### config.mk
export PLATFORM = sky130hd
export DESIGN_NAME = dac_spi_rx_flat
export DESIGN_NICKNAME = d
export VERILOG_FILES = /design/src/rtl/dac_spi_rx_if.sv /design/src/rtl/dac_spi_rx.sv /design/src/flat_wrapper.sv
export SDC_FILE = /design/constraint.sdc
export NUM_CORES = 1
export LEC_CHECK = 0
export ABC_AREA = 1
export BUFFER_PORTS_ARGS = -buffer_cell sky130_fd_sc_hd__buf_2
export CORE_MARGIN = 1
export CORE_UTILIZATION = 50
export CTS_CLUSTER_SIZE = 40
export DETAILED_ROUTE_END_ITERATION = 7
export GPL_TIMING_DRIVEN = 0
export PLACE_DENSITY = 0.75
export SLEW_MARGIN = 15
export SYNTH_ARGS = -nofsm -noshare
export SYNTH_HDL_FRONTEND = slang
export SYNTH_SLANG_ARGS = --single-unit
### constraint.sdc
create_clock -name clk -period 1.55 [get_ports clk]
set_input_delay 0.31 -clock clk [delete_from_list [all_inputs] [get_ports clk]]
set_output_delay 0.31 -clock clk [all_outputs]
set_load 0.02 [all_outputs]
### src/rtl/dac_spi_rx_if.sv
// SPI/LDAC pin bundle between the galvo DAC driver and the receive-side model.
// The driver side owns all four pins; the receiver only observes them.
interface dac_spi_rx_if;
    logic dac_CSN;
    logic dac_sclk;
    logic dac_mosi;
    logic dac_latch;

    modport master (output dac_CSN, output dac_sclk, output dac_mosi, output dac_latch);
    modport slave  (input  dac_CSN, input  dac_sclk, input  dac_mosi, input  dac_latch);
endinterface

### src/rtl/dac_spi_rx.sv
// Receive-side model of the dual galvo DAC.
// It deserializes SPI frames into per-channel input registers and
// transfers them to x_out/y_out on LDAC.
//
// state    | meaning
// ---------+--------------------------------------------------------------
// DISARMED | after reset; waits for synced CSN high so a truncated frame is dropped
// IDLE     | between frames; a CSN fall clears the shifter and starts a frame
// SHIFT    | shifting mosi on each sclk rise; a CSN rise ends the frame
// COMMIT   | one cycle; load the input register on a 16-bit count, else report error
module dac_spi_rx #(
    parameter int SYNC_STAGES = 2,
    parameter int DATA_W      = 12
) (
    input  logic              clk,
    input  logic              rst_n,
    dac_spi_rx_if.slave       spi,
    output logic [DATA_W-1:0] x_out,
    output logic [DATA_W-1:0] y_out,
    output logic [1:0]        chan_on,
    output logic              frame_valid,
    output logic              frame_err,
    output logic              update
);

    localparam int FRAME_W = DATA_W + 4;
    localparam int CNT_W   = $clog2(FRAME_W + 2);
    localparam logic [CNT_W-1:0] CNT_FULL = CNT_W'(FRAME_W);
    localparam logic [CNT_W-1:0] CNT_SAT  = CNT_W'(FRAME_W + 1);

    typedef enum logic [1:0] {
        DISARMED = 2'd0,
        IDLE     = 2'd1,
        SHIFT    = 2'd2,
        COMMIT   = 2'd3
    } state_t;

    state_t state;

    logic [SYNC_STAGES-1:0] csn_sync;
    logic [SYNC_STAGES-1:0] sclk_sync;
    logic [SYNC_STAGES-1:0] mosi_sync;
    logic [SYNC_STAGES-1:0] latch_sync;
    logic csn_d;
    logic sclk_d;
    logic latch_d;

    logic csn_s;
    logic sclk_s;
    logic mosi_s;
    logic latch_s;
    logic sclk_rise;
    logic csn_fall;
    logic csn_rise;
    logic latch_fall;

    logic [FRAME_W-1:0] shift_reg;
    logic [CNT_W-1:0]   bit_cnt;
    logic [DATA_W-1:0]  x_in;
    logic [DATA_W-1:0]  y_in;
    logic               xfer_req;

    // Pin synchronizers plus one history flop per edge-detected pin.
    // Everything resets to 0 so a CSN held low across reset looks asserted
    // and keeps the FSM disarmed until it really rises.
    always_ff @(posedge clk or negedge rst_n) begin
        if (!rst_n) begin
            csn_sync   <= '0;
            sclk_sync  <= '0;
            mosi_sync  <= '0;
            latch_sync <= '0;
            csn_d      <= 1'b0;
            sclk_d     <= 1'b0;
            latch_d    <= 1'b0;
        end else begin
            csn_sync   <= {csn_sync[SYNC_STAGES-2:0],   spi.dac_CSN};
            sclk_sync  <= {sclk_sync[SYNC_STAGES-2:0],  spi.dac_sclk};
            mosi_sync  <= {mosi_sync[SYNC_STAGES-2:0],  spi.dac_mosi};
            latch_sync <= {latch_sync[SYNC_STAGES-2:0], spi.dac_latch};
            csn_d      <= csn_sync[SYNC_STAGES-1];
            sclk_d     <= sclk_sync[SYNC_STAGES-1];
            latch_d    <= latch_sync[SYNC_STAGES-1];
        end
    end

    // Synced levels and edge strobes.
    always_comb begin
        csn_s      = csn_sync[SYNC_STAGES-1];
        sclk_s     = sclk_sync[SYNC_STAGES-1];
        mosi_s     = mosi_sync[SYNC_STAGES-1];
        latch_s    = latch_sync[SYNC_STAGES-1];
        sclk_rise  = sclk_s & ~sclk_d;
        csn_fall   = ~csn_s & csn_d;
        csn_rise   = csn_s & ~csn_d;
        latch_fall = ~latch_s & latch_d;
    end

    // Frame FSM, input registers and output transfer. A transfer request is
    // registered one cycle before the load, so a latch fall seen during COMMIT
    // picks up the just-committed value.
    always_ff @(posedge clk or negedge rst_n) begin
        if (!rst_n) begin
            state       <= DISARMED;
            shift_reg   <= '0;
            bit_cnt     <= '0;
            x_in        <= '0;
            y_in        <= '0;
            chan_on     <= 2'b00;
            x_out       <= '0;
            y_out       <= '0;
            xfer_req    <= 1'b0;
            frame_valid <= 1'b0;
            frame_err   <= 1'b0;
            update      <= 1'b0;
        end else begin
            frame_valid <= 1'b0;
            frame_err   <= 1'b0;
            update      <= 1'b0;
            xfer_req    <= latch_fall;

            if (xfer_req) begin
                x_out  <= x_in;
                y_out  <= y_in;
                update <= 1'b1;
            end

            case (state)
                DISARMED: begin
                    if (csn_s) state <= IDLE;
                end
                IDLE: begin
                    if (csn_fall) begin
                        shift_reg <= '0;
                        bit_cnt   <= '0;
                        state     <= SHIFT;
                    end
                end
                SHIFT: begin
                    if (csn_rise) begin
                        state <= COMMIT;
                    end else if (sclk_rise && !csn_s) begin
                        shift_reg <= {shift_reg[FRAME_W-2:0], mosi_s};
                        if (bit_cnt != CNT_SAT) bit_cnt <= bit_cnt + 1'b1;
                    end
                end
                COMMIT: begin
                    if (bit_cnt == CNT_FULL) begin
                        if (shift_reg[FRAME_W-1]) begin
                            y_in       <= shift_reg[DATA_W-1:0];
                            chan_on[1] <= shift_reg[DATA_W];
                        end else begin
                            x_in       <= shift_reg[DATA_W-1:0];
                            chan_on[0] <= shift_reg[DATA_W];
                        end
                        frame_valid <= 1'b1;
                    end else begin
                        frame_err <= 1'b1;
                    end
                    // LDAC tied low: every commit flows straight to the outputs.
                    if (!latch_s) xfer_req <= 1'b1;
                    state <= IDLE;
                end
                default: state <= DISARMED;
            endcase
        end
    end

endmodule
### src/flat_wrapper.sv
// flat-port wrapper written by rule: the top's interface ports become plain ports
module dac_spi_rx_flat 
#(
    parameter int SYNC_STAGES = 2,
    parameter int DATA_W      = 12
)
  (clk, rst_n, x_out, y_out, chan_on, frame_valid, frame_err, update, spi_dac_CSN, spi_dac_sclk, spi_dac_mosi, spi_dac_latch);
  dac_spi_rx_if spi_i ();
  input  logic clk;
  input  logic rst_n;
  output logic [DATA_W-1:0] x_out;
  output logic [DATA_W-1:0] y_out;
  output logic [1:0] chan_on;
  output logic frame_valid;
  output logic frame_err;
  output logic update;
  input wire logic [$bits(spi_i.dac_CSN)-1:0] spi_dac_CSN;
  input wire logic [$bits(spi_i.dac_sclk)-1:0] spi_dac_sclk;
  input wire logic [$bits(spi_i.dac_mosi)-1:0] spi_dac_mosi;
  input wire logic [$bits(spi_i.dac_latch)-1:0] spi_dac_latch;
  assign spi_i.dac_CSN = spi_dac_CSN;
  assign spi_i.dac_sclk = spi_dac_sclk;
  assign spi_i.dac_mosi = spi_dac_mosi;
  assign spi_i.dac_latch = spi_dac_latch;
  dac_spi_rx #(.SYNC_STAGES(SYNC_STAGES), .DATA_W(DATA_W)) u_core (.clk(clk), .rst_n(rst_n), .spi(spi_i), .x_out(x_out), .y_out(y_out), .chan_on(chan_on), .frame_valid(frame_valid), .frame_err(frame_err), .update(update));
endmodule
==> impl_metrics.ini, run 1 <==
[status]
status = finished clean

[timing]
tightest_slew_ps = 345.2
slew_violations = 0
hold_violations = 0
rsz0062_at_grt = yes
finalCritPeriodShare_pct = 96.64
finalClockSkew_ps = 8.177
setup_viol = 0
finalCriticalPeriod_ps = 1498
fmaxAchievable_mhz = 667.6
setup-tns-final_ps = 0
relSlewSlack_pct = 76.98

[worst_setup_path]
crit_path_start_kind = register
crit_start = u_core.bit_cnt[1]
path_class = reg2reg
timing.rr.start = u_core.bit_cnt[1]
cp-end-kind = register
r2r-end = u_core.y_in[8]
critical_path_arrival_ps = 1750
r2r_slack_ps = 50
reg2reg_depth = 8
path_max_fanout = 8
cp_data_required_time_ps = 1800

[power_and_ir_drop]
fin_total_pwr_mw = 5.602
swShare_pct = 30.88
cellPowerDensity_nw_per_um2 = 1340
switching_power_mw = 1.730
leakage_nw = 2.069
pwr-share-comb_pct = 24.7
vdd_drop_max_mv = 0.8192
p_clk_share_pct = 31.0
sequentialPowerShare_pct = 44.3
p_int_mw = 3.873

[final_layout]
finish.utilization_pct = 61.87
drive_gt1_share_pct = 33.70
synthToLayoutAreaGrowth_pct = 20.09
antennaDiodeCount = 0
nNetsFinal = 376
largest_reg_flops = 16
fin_cells = 448

[clock_tree]
path_clk_slew_ps = 90
insertion_delay_ps = 350
clock-sinks = 88
cts_buffers = 9
ctsHtreeMaxLevel = 3
cts_tree = yes
clockRootBuffer = clkbuf_8
clockBufferDepth = 2

[logic_synthesis]
synth_nets = 325
synth_warnings = 0
yosys.cell_types.count = 22
syn-cell-area_sq_um = 3481
synth_edf_count = 0
synth_top_cell_by_area = dfrtp_1
syn_avg_cell_area_sq_um = 11.16
synthCells = 312
synth.area.top_cells = dfrtp_1 (63%), nand2_1 (8.7%), mux2_2 (7.8%)
ys.flop_type = dfrtp_1
ys_seq_area_share_pct = 63.26
yosysTopAreaCellShare_pct = 63.26
synth_seq_cells = 88
async_flop_share_pct = 100.0

[global_route]
grt_max_degree = 65
grt_pass1_wl_mm = 10.32
grt_pass1_vias = 2182
globalRouteTotalUtil_pct = 18.44
grt_overflow_total = 0
antenna_found_initial = 0

[floorplanning]
dieHeight_um = 85.44
start_util_pct = 51.52
placementRows = 30
io_pins = 35
coreArea_sq_um = 6756
die_area_sq_um = 7299
die_x_um = 85.44

[hold_path]
hold_path.class = in2reg
holdCritStartpoint = spi_dac_mosi
min_path_cells = 1
min_to = u_core.mosi_sync[0]

[drt]
dr.pass1.iters = 4
drt-initial-drc-count = 224
remaining_drc_errors = 0
ant_nets = 0
vias = 2300
drt-total-wl_mm = 6.013
wl_per_cell_um = 13.42
vias_per_cell = 5.134

[place]
globalplace.congestion = 0.7777
io_buffers = 34
placedCellCount = 427
hpwlAfterDp_mm = 3.960

[job]
drv_cap = 0
==> kinds of logic after synthesis <==
logic type / synth area share (%)
muxes: 7.764
AOI/OAI and AO/OA: 8.016
and+or+nand+nor: 13.26
buffers and inverters: 4.924
DFF: 63.26
adders and majority gates: 2.516
xor gates and xnor gates: 0.2517
==> Yosys cell counts (2+ instances only) <==
cell,number
dfrtp_1,88
ha_1,7
inv_1,24
buf_6,4
nand3_1,9
nand2_1,81
o21ai_0,18
buf_2,5
o21ai_1,13
clkbuf_1,3
o21ai_2,13
nor2_1,13
mux2_2,24
a21oi_1,2
==> per-stage QoR <==
stage          hold WS (ps)  setup WS [ps]  instance area (sq um)
2_1_floorplan         14.41          161.3                   3481
3_3_place_gp          333.7         -539.3                   3751
3_5_place_dp          241.8         -85.57                   3781
4_1_cts               54.06          17.97                   4014
5_1_grt               47.49         -37.69                   4180
6_report              67.24          52.08                   4180
==> power by group through the flow <==
stage	Combinational [mW]	Clock [mW]	Sequential, mW
after floorplan	0.782	0	2.53
after CTS	1.13	1.78	2.48
after global placement	1.08	0	2.51
after detailed placement	1.11	0	2.52
after global routing	1.53	1.86	2.50
final	1.39	1.73	2.48
==> how the worst max path moves through the flow <==
stage | end | slack (ps) | cells past startpoint
after floorplan | u_core.shift_reg[10] | 160 | 7
after global placement | u_core.latch_d | -540 | 1
after detailed placement | u_core.shift_reg[6] | -90 | 7
after CTS | u_core.shift_reg[0] | 20 | 8
after global routing | u_core.y_in[4] | -40 | 7
final | u_core.y_in[8] | 50 | 8
==> final cells by class <==
cell class | count | area [sq um]
inverter | 24 | 90.09
sequential | 88 | 2205
tap | 80 | 100.1
clock buffer | 12 | 145.1
clock inverter | 4 | 76.32
buffer | 12 | 118.9
fill | 548 | 2576
multi-input combinational | 188 | 1187
timing repair buffer | 40 | 257.7
==> what timing repair did <==
| action | CTS | global route |
|---|---|---|
| pin swaps | 0 | 4 |
| endpoints found under the setup margin | 10 | 50 |
| setup buffers | 0 | 3 |
| hold endpoints to repair | 24 | 0 |
| cloned | 0 | 1 |
| resized for setup | 1 | 49 |
| hold buffers | 1 | 0 |
==> cells in the final DEF, fill, tap and decap left out, types with 2 or more instances in the layout <==
cell type  count
o21ai_1       18
o21ai_0       13
mux2_2        24
buf_6          6
a21oi_1        2
nand3_1        8
dfrtp_2        2
inv_1         21
bufinv_16      2
clkbuf_8      10
nand2_4        7
nand2_2        3
nor2_1        12
nor2_4         2
ha_2           2
buf_2         33
dfrtp_1       86
buf_4          5
inv_2          3
ha_1           4
clkbuf_1       3
o21ai_2       13
clkbuf_4       2
nand2_1       73
==> critical path, stage by stage, from the launching register on <==
cell and delay (ps):
dfrtp_1 430, inv_2 100, ha_4 140, nand2_4 60
nor2_4 190, nand3_4 180, clkbuf_16 210, nand2_4 50
o21ai_2 40
==> per-layer routing <==
layer  up-vias  wire, um  track usage [%]  share of wire, %
li1       1116         -                -                 -
met1      1122      2934            25.95                49
met2        49      2711            27.27                45
met3        13       221            3.988               3.7
met4         0       146            9.242               2.4
met5         -         0                0                 0
Power figures use the tool's default switching activity.
==> run 2: changes to the inputs <==
CORE_ASPECT_RATIO = 0.7   (was not set)
MAX_ROUTING_LAYER = met4   (was not set)
==> impl_metrics.ini, run 2 (synthesis gave the netlist of run 1 again) <==
[floorplanning]
die_x_um = 101.7
start_util_pct = 51.76
io_pins = 35
die_area_sq_um = 7305
placementRows = 25
coreArea_sq_um = 6725
dieHeight_um = 71.81

[power_and_ir_drop]
p_clk_share_pct = 30.0
switching_power_mw = 1.725
cellPowerDensity_nw_per_um2 = 1335
leakage_nw = 2.031
sequentialPowerShare_pct = 45.4
fin_total_pwr_mw = 5.442
pwr-share-comb_pct = 24.6
vdd_drop_max_mv = 0.8044
swShare_pct = 31.71
p_int_mw = 3.716

[global_route]
grt_pass1_vias = 2114
grt_pass1_wl_mm = 10.20
grt_overflow_total = 0
antenna_found_initial = 0
grt_max_degree = 50
globalRouteTotalUtil_pct = 19.28

[drt]
wl_per_cell_um = 13.35
remaining_drc_errors = 0
drt-total-wl_mm = 6.143
vias = 2244
dr.pass1.iters = 4
drt-initial-drc-count = 99
vias_per_cell = 4.878
ant_nets = 0

[final_layout]
synthToLayoutAreaGrowth_pct = 17.15
drive_gt1_share_pct = 30.60
nNetsFinal = 375
antennaDiodeCount = 0
mostFrequentLayoutCells = dfrtp_1 (87), nand2_1 (79), buf_2 (35), mux2_2 (24), inv_1 (23)
final_common_cell = dfrtp_1
largest_reg_flops = 16

[worst_setup_path]
r2r-end = u_core.state[1]
cp_data_required_time_ps = 1790
critical_path_arrival_ps = 1720
path_class = reg2reg
timing.rr.start = u_core.state[0]
r2r_slack_ps = 70
reg2reg_depth = 7
cp-end-kind = register
crit_path_start_kind = register
path_max_fanout = 10

[clock_tree]
insertion_delay_ps = 350
cts_tree = yes
ctsHtreeMaxLevel = 3
clock-sinks = 88
path_clk_slew_ps = 80
clockRootBuffer = clkbuf_8
cts_buffers = 9
clockBufferDepth = 2

[timing]
setup_viol = 0
relSlewSlack_pct = 65.52
slew_violations = 0
finalClockSkew_ps = 4.570
fmaxAchievable_mhz = 677.0
rsz0062_at_grt = yes
tightest_slew_ps = 517.2
hold_violations = 0
finalCriticalPeriod_ps = 1477
timing.hold.ws_ps = 61.38
finalCritPeriodShare_pct = 95.30

[hold_path]
hold_path.class = in2reg
min_path_cells = 1
holdCritStartpoint = spi_dac_latch
min_to = u_core.latch_sync[0]

[job]
drv_cap = 0

[status]
status = finished clean

[place]
io_buffers = 34
hpwlAfterDp_mm = 4.146
globalplace.congestion = 0.8137
run 2: cell types whose count changed in the layout (fill, tap and decap cells not counted), moves of 4 or more:
cell / previous run / this run
nand2_4: 7 / 2
o21ai_1: 18 / 22
nand2_1: 73 / 79
o21ai_0: 13 / 8
run 2: routing by layer:
layer / wire length [um] / track usage, %
met1: 3207 / 27.28
met2: 2562 / 26.65
met3: 323 / 6.732
met4: 50 / 4.509
met5: 0 / -
run 2: worst max-delay path by stage:
stage,startpoint,to,slack [ps],cells past startpoint
detailed placement,u_core.state[0],u_core.shift_reg[8],-100,7
finish,u_core.state[0],u_core.state[1],70,7
CTS,u_core.state[0],u_core.shift_reg[1],10,7
global route,u_core.state[0],u_core.shift_reg[12],-40,8
floorplan,u_core.state[0],u_core.shift_reg[10],160,7
global placement,rst_n,u_core.y_out[7],-550,1
run 2: area by class of cell:
| class | count | area (sq um) |
|---|---|---|
| Buffer | 12 | 96.34 |
| Inverter | 24 | 90.09 |
| Clock buffer | 13 | 168.9 |
| Sequential cell | 88 | 2203 |
| Fill cell | 566 | 2648 |
| Tap cell | 94 | 117.6 |
| Multi-Input combinational cell | 188 | 1131 |
| Clock inverter | 2 | 37.54 |
| Timing Repair Buffer | 39 | 232.7 |
run 2: what timing repair did:
| item | in CTS | in global routing |
|---|---|---|
| hold endpoints to repair | 39 | 0 |
| setup buffers | 0 | 3 |
| hold buffers | 1 | 0 |
| setup endpoints to repair | 11 | 40 |
| gates resized for setup | 3 | 23 |
run 2: power by group through the flow:
| stage | logic [mW] | registers [mW] | clock network, mW |
|---|---|---|---|
| floorplan | 0.782 | 2.53 | 0 |
| global placement | 1.08 | 2.52 | 0 |
| detailed placement | 1.10 | 2.52 | 0 |
| CTS | 1.14 | 2.47 | 1.66 |
| global route | 1.48 | 2.48 | 1.76 |
| finish | 1.34 | 2.47 | 1.63 |
run 2: stage by stage:
stage | setup slack (ps) | cells | util [%] | cell area (sq um) | TNS, ps
final | 72.84 | 460 | 60.63 | 4078 | 0
after global routing | -35.16 | 460 | 60.63 | 4078 | -287.1
after CTS | 9.919 | 457 | 59.80 | 4021 | 0
after detailed placement | -102.0 | 441 | 56.48 | 3799 | -821.1
after global placement | -548.4 | 440 | 56.04 | 3769 | -48120
after floorplan | 161.3 | 312 | - | 3481 | 0
run 2: critical path: stages (launching register included):
cell and delay [ps]:
dfrtp_1 410, inv_1 80, ha_1 260, clkbuf_4 220
o21ai_0 100, nand3_1 150, nor2_1 120, a21oi_1 40
